<file path="config.mk">
export PLATFORM = sky130hd
export DESIGN_NAME = rom_arbiter_flat
export DESIGN_NICKNAME = d
export VERILOG_FILES = /design/src/rtl/rom_arbiter_if.sv /design/src/rtl/rom_arbiter.sv /design/src/flat_wrapper.sv
export SDC_FILE = /design/constraint.sdc
export NUM_CORES = 1
export LEC_CHECK = 0
export BUFFER_PORTS_ARGS = -buffer_cell sky130_fd_sc_hd__buf_2
export CORE_UTILIZATION = 42
export DETAILED_ROUTE_END_ITERATION = 6
export PLACE_DENSITY = 0.8
export SETUP_SLACK_MARGIN = 0.1
export SYNTH_ARGS = -nofsm -noshare
export SYNTH_HDL_FRONTEND = slang
export SYNTH_SLANG_ARGS = --single-unit
</file>
<file path="constraint.sdc">
create_clock -name CLK -period 1.6 [get_ports CLK]
set_clock_uncertainty 0.1 [all_clocks]
set_input_delay 0.24 -clock CLK [delete_from_list [all_inputs] [get_ports CLK]]
set_output_delay 0.24 -clock CLK [all_outputs]
set_load 0.02 [all_outputs]
</file>
<file path="src/rtl/rom_arbiter_if.sv">
// rom_arbiter_if: groups the two requester handshakes and the ROM pins.
//
// Handshake: a requester raises REQ_x with ADDR_x and holds both stable until
// it sees GNT_x high in the same cycle. The read completes two rising edges
// after the grant: DATA_x is updated and VALID_x pulses high for one cycle.
// REQ_x may stay high after a grant to issue another read the next cycle.
//
// Modports:
//   slave  - the arbiter: sees requests and ROM data, drives grants/data/ROM pins
//   master - the environment (requesters + ROM): the mirror image
interface rom_arbiter_if #(
  parameter int AW = 12,
  parameter int DW = 16
);
  logic          REQ_A;
  logic [AW-1:0] ADDR_A;
  logic          GNT_A;
  logic          VALID_A;
  logic [DW-1:0] DATA_A;
  logic          REQ_B;
  logic [AW-1:0] ADDR_B;
  logic          GNT_B;
  logic          VALID_B;
  logic [DW-1:0] DATA_B;
  logic          ROM_nCS;
  logic [AW-1:0] ROM_ADDR;
  logic [DW-1:0] ROM_DO;

  modport slave (
    input  REQ_A, ADDR_A, REQ_B, ADDR_B, ROM_DO,
    output GNT_A, VALID_A, DATA_A, GNT_B, VALID_B, DATA_B, ROM_nCS, ROM_ADDR
  );

  modport master (
    output REQ_A, ADDR_A, REQ_B, ADDR_B, ROM_DO,
    input  GNT_A, VALID_A, DATA_A, GNT_B, VALID_B, DATA_B, ROM_nCS, ROM_ADDR
  );
endinterface

</file>
<file path="src/rtl/rom_arbiter.sv">
// rom_arbiter: shares one single-port synchronous ROM between port A (CPU
// fetch) and port B (secondary master). One ROM read per cycle at most; read
// data is steered back to the port that won the grant.
//
// Ports:
//   CLK       - system clock, rising edge
//   nRESET    - asynchronous active-low reset
//   bus       - rom_arbiter_if.slave: requests, grants, per-port data/valid,
//               ROM chip select / address / data
//   dbg_owner - current owner tag of the read in flight (0 none, 1 A, 2 B)
//
// Timing: grant in cycle N (combinational), ROM samples address at edge N,
// ROM_DO valid in cycle N+1, DATA_x/VALID_x registered at edge N+1.
module rom_arbiter #(
  parameter int RR_MODE      = 1,
  parameter int STARVE_LIMIT = 4,
  parameter int AW           = 12,
  parameter int DW           = 16
) (
  input  logic          CLK,
  input  logic          nRESET,
  rom_arbiter_if.slave  bus,
  output logic [1:0]    dbg_owner
);

  typedef enum logic [1:0] {
    OWN_NONE = 2'b00,
    OWN_A    = 2'b01,
    OWN_B    = 2'b10
  } owner_t;

  localparam logic [3:0] LIMIT = 4'(STARVE_LIMIT);

  owner_t        owner;
  logic          last_b;      // 1 when B won the most recent grant
  logic [3:0]    starve_cnt;  // consecutive A grants while B was waiting
  logic          gnt_a;
  logic          gnt_b;
  logic          valid_a;
  logic          valid_b;
  logic [DW-1:0] data_a;
  logic [DW-1:0] data_b;

  // Grant decision. Held at zero while in reset so the ROM is never selected.
  always_comb begin
    gnt_a = 1'b0;
    gnt_b = 1'b0;
    if (nRESET) begin
      if (bus.REQ_A && bus.REQ_B) begin
        if (RR_MODE != 0) begin
          gnt_a = last_b;
          gnt_b = !last_b;
        end else if (starve_cnt == LIMIT) begin
          gnt_b = 1'b1;
        end else begin
          gnt_a = 1'b1;
        end
      end else begin
        gnt_a = bus.REQ_A;
        gnt_b = bus.REQ_B;
      end
    end
  end

  always_ff @(posedge CLK or negedge nRESET) begin
    if (!nRESET) begin
      owner      <= OWN_NONE;
      last_b     <= 1'b1;
      starve_cnt <= 4'd0;
      valid_a    <= 1'b0;
      valid_b    <= 1'b0;
      data_a     <= '0;
      data_b     <= '0;
    end else begin
      // Single-stage owner tag: overwritten every cycle, which is enough
      // because ROM data always returns exactly one cycle after the grant.
      if (gnt_a)      owner <= OWN_A;
      else if (gnt_b) owner <= OWN_B;
      else            owner <= OWN_NONE;

      if (gnt_a) last_b <= 1'b0;
      if (gnt_b) last_b <= 1'b1;

      if (gnt_b || !bus.REQ_B)                starve_cnt <= 4'd0;
      else if (gnt_a && starve_cnt != LIMIT)  starve_cnt <= starve_cnt + 4'd1;

      valid_a <= 1'b0;
      valid_b <= 1'b0;
      case (owner)
        OWN_A: begin
          data_a  <= bus.ROM_DO;
          valid_a <= 1'b1;
        end
        OWN_B: begin
          data_b  <= bus.ROM_DO;
          valid_b <= 1'b1;
        end
        default: ;  // none or unused encoding: no data captured
      endcase
    end
  end

  assign bus.GNT_A    = gnt_a;
  assign bus.GNT_B    = gnt_b;
  assign bus.ROM_nCS  = !(gnt_a || gnt_b);
  assign bus.ROM_ADDR = gnt_b ? bus.ADDR_B : bus.ADDR_A;
  assign bus.VALID_A  = valid_a;
  assign bus.VALID_B  = valid_b;
  assign bus.DATA_A   = data_a;
  assign bus.DATA_B   = data_b;
  assign dbg_owner    = owner;

endmodule

</file>
<file path="src/flat_wrapper.sv">
// flat-port wrapper written by rule: the top's interface ports become plain ports
module rom_arbiter_flat 
#(
  parameter int RR_MODE      = 1,
  parameter int STARVE_LIMIT = 4,
  parameter int AW           = 12,
  parameter int DW           = 16
)
  (CLK, nRESET, dbg_owner, bus_REQ_A, bus_ADDR_A, bus_REQ_B, bus_ADDR_B, bus_ROM_DO, bus_GNT_A, bus_VALID_A, bus_DATA_A, bus_GNT_B, bus_VALID_B, bus_DATA_B, bus_ROM_nCS, bus_ROM_ADDR);
  rom_arbiter_if #(.AW(AW), .DW(DW)) bus_i ();
  input  logic CLK;
  input  logic nRESET;
  output logic [1:0] dbg_owner;
  input wire logic [$bits(bus_i.REQ_A)-1:0] bus_REQ_A;
  input wire logic [$bits(bus_i.ADDR_A)-1:0] bus_ADDR_A;
  input wire logic [$bits(bus_i.REQ_B)-1:0] bus_REQ_B;
  input wire logic [$bits(bus_i.ADDR_B)-1:0] bus_ADDR_B;
  input wire logic [$bits(bus_i.ROM_DO)-1:0] bus_ROM_DO;
  output wire logic [$bits(bus_i.GNT_A)-1:0] bus_GNT_A;
  output wire logic [$bits(bus_i.VALID_A)-1:0] bus_VALID_A;
  output wire logic [$bits(bus_i.DATA_A)-1:0] bus_DATA_A;
  output wire logic [$bits(bus_i.GNT_B)-1:0] bus_GNT_B;
  output wire logic [$bits(bus_i.VALID_B)-1:0] bus_VALID_B;
  output wire logic [$bits(bus_i.DATA_B)-1:0] bus_DATA_B;
  output wire logic [$bits(bus_i.ROM_nCS)-1:0] bus_ROM_nCS;
  output wire logic [$bits(bus_i.ROM_ADDR)-1:0] bus_ROM_ADDR;
  assign bus_i.REQ_A = bus_REQ_A;
  assign bus_i.ADDR_A = bus_ADDR_A;
  assign bus_i.REQ_B = bus_REQ_B;
  assign bus_i.ADDR_B = bus_ADDR_B;
  assign bus_i.ROM_DO = bus_ROM_DO;
  assign bus_GNT_A = bus_i.GNT_A;
  assign bus_VALID_A = bus_i.VALID_A;
  assign bus_DATA_A = bus_i.DATA_A;
  assign bus_GNT_B = bus_i.GNT_B;
  assign bus_VALID_B = bus_i.VALID_B;
  assign bus_DATA_B = bus_i.DATA_B;
  assign bus_ROM_nCS = bus_i.ROM_nCS;
  assign bus_ROM_ADDR = bus_i.ROM_ADDR;
  rom_arbiter #(.RR_MODE(RR_MODE), .STARVE_LIMIT(STARVE_LIMIT), .AW(AW), .DW(DW)) u_core (.CLK(CLK), .nRESET(nRESET), .bus(bus_i), .dbg_owner(dbg_owner));
endmodule
</file>
# Word level (Yosys, flattened, before mapping)
# Index checks and enable logic that the tools add are counted.
[totals] reg_bits=37 input_bits=44 out_inout_bits=51
[op_classes] n_eq_ne=2 mux=11 n_reduce_logical=5
[op_table] operator="$mux 12" n=1
[op_table] operator="$mux 1" n=8
[op_table] operator="$mux 2" n=2
[op_table] operator="$eq 2x1->1 const B" n=1
[op_table] operator="$eq 2x2->1 const B" n=1
[op_table] operator="$logic_not 1->1" n=2
[op_table] operator="$reduce_bool 2->1" n=1
[op_table] operator="$logic_and 1x1->1" n=1
[op_table] operator="$logic_or 1x1->1" n=1

# Longest topological paths before layout
[logic_depth] word_depth=5 ltp_mapped=4 ltp_nobuf=3

# Least setup slack after synthesis
# No wires, ideal clock.
[synth_timing] kind="register to output" from="register u_core.last_b" to="output port bus_ROM_ADDR[0]" t_arrival_ps=1148 t_required_ps=1260 slack_ps=112 path_stages_with_launch=4 path_buffers=1 path_cell_list="dfstp_2 -> a21o_4 -> buf_12 -> mux2_4"
[synth_via] elab_chain_cells=4
[synth_lines] item="start, declared" line="rom_arbiter.sv:35" text="logic last_b;"
[synth_lines] item="start signal, assigned" line="rom_arbiter.sv:68" text="last_b <= 1'b1;"
[synth_lines] item="start signal, assigned" line="rom_arbiter.sv:81" text="if (gnt_a) last_b <= 1'b0;"
[synth_lines] item="start signal, assigned" line="rom_arbiter.sv:82" text="if (gnt_b) last_b <= 1'b1;"
[synth_lines] item="$logic_not 1->1" line="rom_arbiter.sv:52" text="gnt_b = !last_b;"
[synth_lines] item="$mux 1" line="rom_arbiter.sv:49" text="if (bus.REQ_A && bus.REQ_B) begin"
[synth_lines] item="$mux 1" line="rom_arbiter.sv:48" text="if (nRESET) begin"
[synth_lines] item="$mux 12" line="rom_arbiter.sv:106" text="assign bus.ROM_ADDR = gnt_b ? bus.ADDR_B : bus.ADDR_A;"
[synth_lines] item="end, declared" line="flat_wrapper.sv:26" text="output wire logic [$bits(bus_i.ROM_ADDR)-1:0] bus_ROM_ADDR;"
# No other way between the ends.

# Worst setup path in the final report
[layout_timing] from="register u_core.last_b" to="output port bus_ROM_ADDR[11]"
# The elaborated chain is that of the path after synthesis.

==> metrics.txt <==
die area 0.00400 sq mm; final hold vios 0; GR Overflow Total 0; Leak 1.23 nW; P&R area growth vs syn 49.0%; DRC 0; post-layout min period 1840 ps; CTS tree done; Pwr Total 2.92 mW; synthesized net count 143; post-synth top area share 57.1%; commonest non-fill, non-tap cell in the layout buf_2; RSZ-0062 raised after global routing yes; clk_lat worst skew 270 ps; worst hold margin 109 ps; commonest cells after routing, fill and taps aside 80 x buf_2, 36 x dfrtp_1, 31 x mux2_2, 16 x buf_6, 12 x mux2_4; initial antenna violation count 0; vias in the first global route 1222; crit path kind reg -> out; Core Util, Final 67.7%; port bufs 94; Die Width 63.3 um; Num Clock Sinks 37; RD Place Congestion 0.759; Yosys warnings 0; relative slew slack 69.7%; row count 21; Max VDD drop 0.000550 V; Multi-input gate area 616 sq um; Synth area leaders dfrtp_1 57%, mux2_2 25%, mux2_4 7.6%, dfstp_2 1.7%, buf_6 1.4%; Setup TNS -2790 ps; Final setup violation count 14; Netlist cell types 16; PD cells 1240 mW/mm^2; Cell Count Post-Placement 240; DRT iter0 DRCs 29; IO Pins 95; Yosys top cell by area dfrtp_1; initial core utilization 45.5%; post-detailed-routing wire length 3.38 mm; Via Count 1201; clock root cell clkbuf_8; period utilization 115%; Reg area 927 sq um; first-pass GRT wire length 5.54 mm; CP endpoint kind primary output; Worst Hold Class in -> reg; failing checks setup timing; Worst-path clk slew 70 ps; Core Region 0.00347 sq mm; Seq cells post-synth 37; post-DR wirelength/cell 13.3 um; final setup margin -236 ps; Clock Tree Buf Depth 2; CP Max Fanout 7; nets 251; CP required 1260 ps; # fillers 266; antenna-violating nets left 0; Ant. Diodes 0; vias per cell 4.73; final std cells w/o fill 254; Worst Tran Pin Value 454 ps; number of max-cap violations 0; CP arrival 1500 ps; H-Tree Depth 2; Seq/Total Area, Yosys 58.8%; largest net degree at the start of global routing 38; Mapped Cells 99; final instance area 0.00235 sq mm; Die Y 63.3 um; status finished, violations left; f_max 545 MHz; CTS Buf Count 5; Worst setup SP type flip-flop; Setup WS pre-CTS -10.3 ps; iteration count of the initial detailed-routing pass 4; Mapped Avg Cell Area 15.9 sq um; Final Max Tran Viols 0; synthesized area 0.00158 sq mm; layout cells sized above 1 76.9%; Placed Area 0.00210 sq mm; DP Wirelength 2.53 mm; Total GRT Usage 18.1%
-- final timing paths --
kind                                  startpoint                    end  slack, ps  cells after the start
max in group asynchronous                 nRESET          u_core.last_b        560                      3
setup reg to reg             u_core.dbg_owner[1]   u_core.bus.DATA_A[7]        310                      3
hold reg to reg            u_core.bus.DATA_A[15]  u_core.bus.DATA_A[15]        400                      1
min in group asynchronous                 nRESET    u_core.dbg_owner[0]        500                      3
hold / removal                     bus_ROM_DO[9]   u_core.bus.DATA_A[9]        110                      2
setup / recovery                   u_core.last_b       bus_ROM_ADDR[11]       -240                      3
-- metal layers --
| layer | wire, um | share of wire (%) | track usage [%] |
|---|---|---|---|
| met1 | 1420 | 42 | 23.0 |
| met2 | 1620 | 48 | 30.4 |
| met3 | 308 | 9.1 | 4.89 |
| met4 | 26 | 0.77 | 5.11 |
| met5 | 0 | 0 | 0 |
-- cell type report --
| cell class | instances | area share (%) |
|---|---|---|
| Timing Repair Buffer | 105 | 27.7 |
| Sequential cell | 37 | 39.5 |
| Clock inverter | 2 | 0.426 |
| Tap cell | 46 | 2.45 |
| Multi-Input combinational cell | 54 | 26.2 |
| Clock buffer | 6 | 3.09 |
| Inverter | 4 | 0.639 |
-- synthesized netlist by cell type --
cell type and number:
nor2b_1 1, a21o_4 1, o21ai_0 2, buf_2 1, dfstp_2 1, mux2_4 8, nand2b_1 1, nand2_1 3
mux2_1 1, buf_12 1, a21oi_1 1, mux2_2 35, buf_4 1, dfrtp_1 36, buf_6 2, inv_1 4
-- worst max-delay path, cell delays in order (launching register included) --
cell,delay (ps)
dfstp_2,560
a21o_4,200
mux2_4,320
buf_6,130
-- sequential cells by signal (all words and copies together) (netlist names) --
| signal | count |
|---|---|
| u_core.bus.DATA_A | 16 |
| u_core.bus.DATA_B | 16 |
| u_core.dbg_owner | 2 |
| u_core.bus.VALID_A | 1 |
| u_core.bus.VALID_B | 1 |
| u_core.last_b | 1 |
-- cell families (layout without fill, tap and decap cells) --
| group | after synthesis | count (layout) | share of synthesized area [%] |
|---|---|---|---|
| AOI/OAI and AO/OA | 4 | 5 | 1.90 |
| buffers and inverters | 9 | 117 | 4.44 |
| DFF | 37 | 37 | 58.8 |
| muxes | 44 | 44 | 33.3 |
| and+or+nand+nor | 5 | 5 | 1.51 |
-- timing repair --
action,4_1_cts,5_1_grt
hold endpoints to repair,36,0
pin swaps,2,1
gates resized for setup,33,5
buffers inserted,3,2
endpoints found under the setup margin,14,14
cloned,1,0
hold buffers,1,0
-- power breakdown --
part | internal, mW | switching, mW
logic | 0.484 | 0.559
clock network | 0.302 | 0.304
registers | 1.16 | 0.108
total | 1.94 | 0.972
No activity file was read; power rests on OpenSTA's default activity.
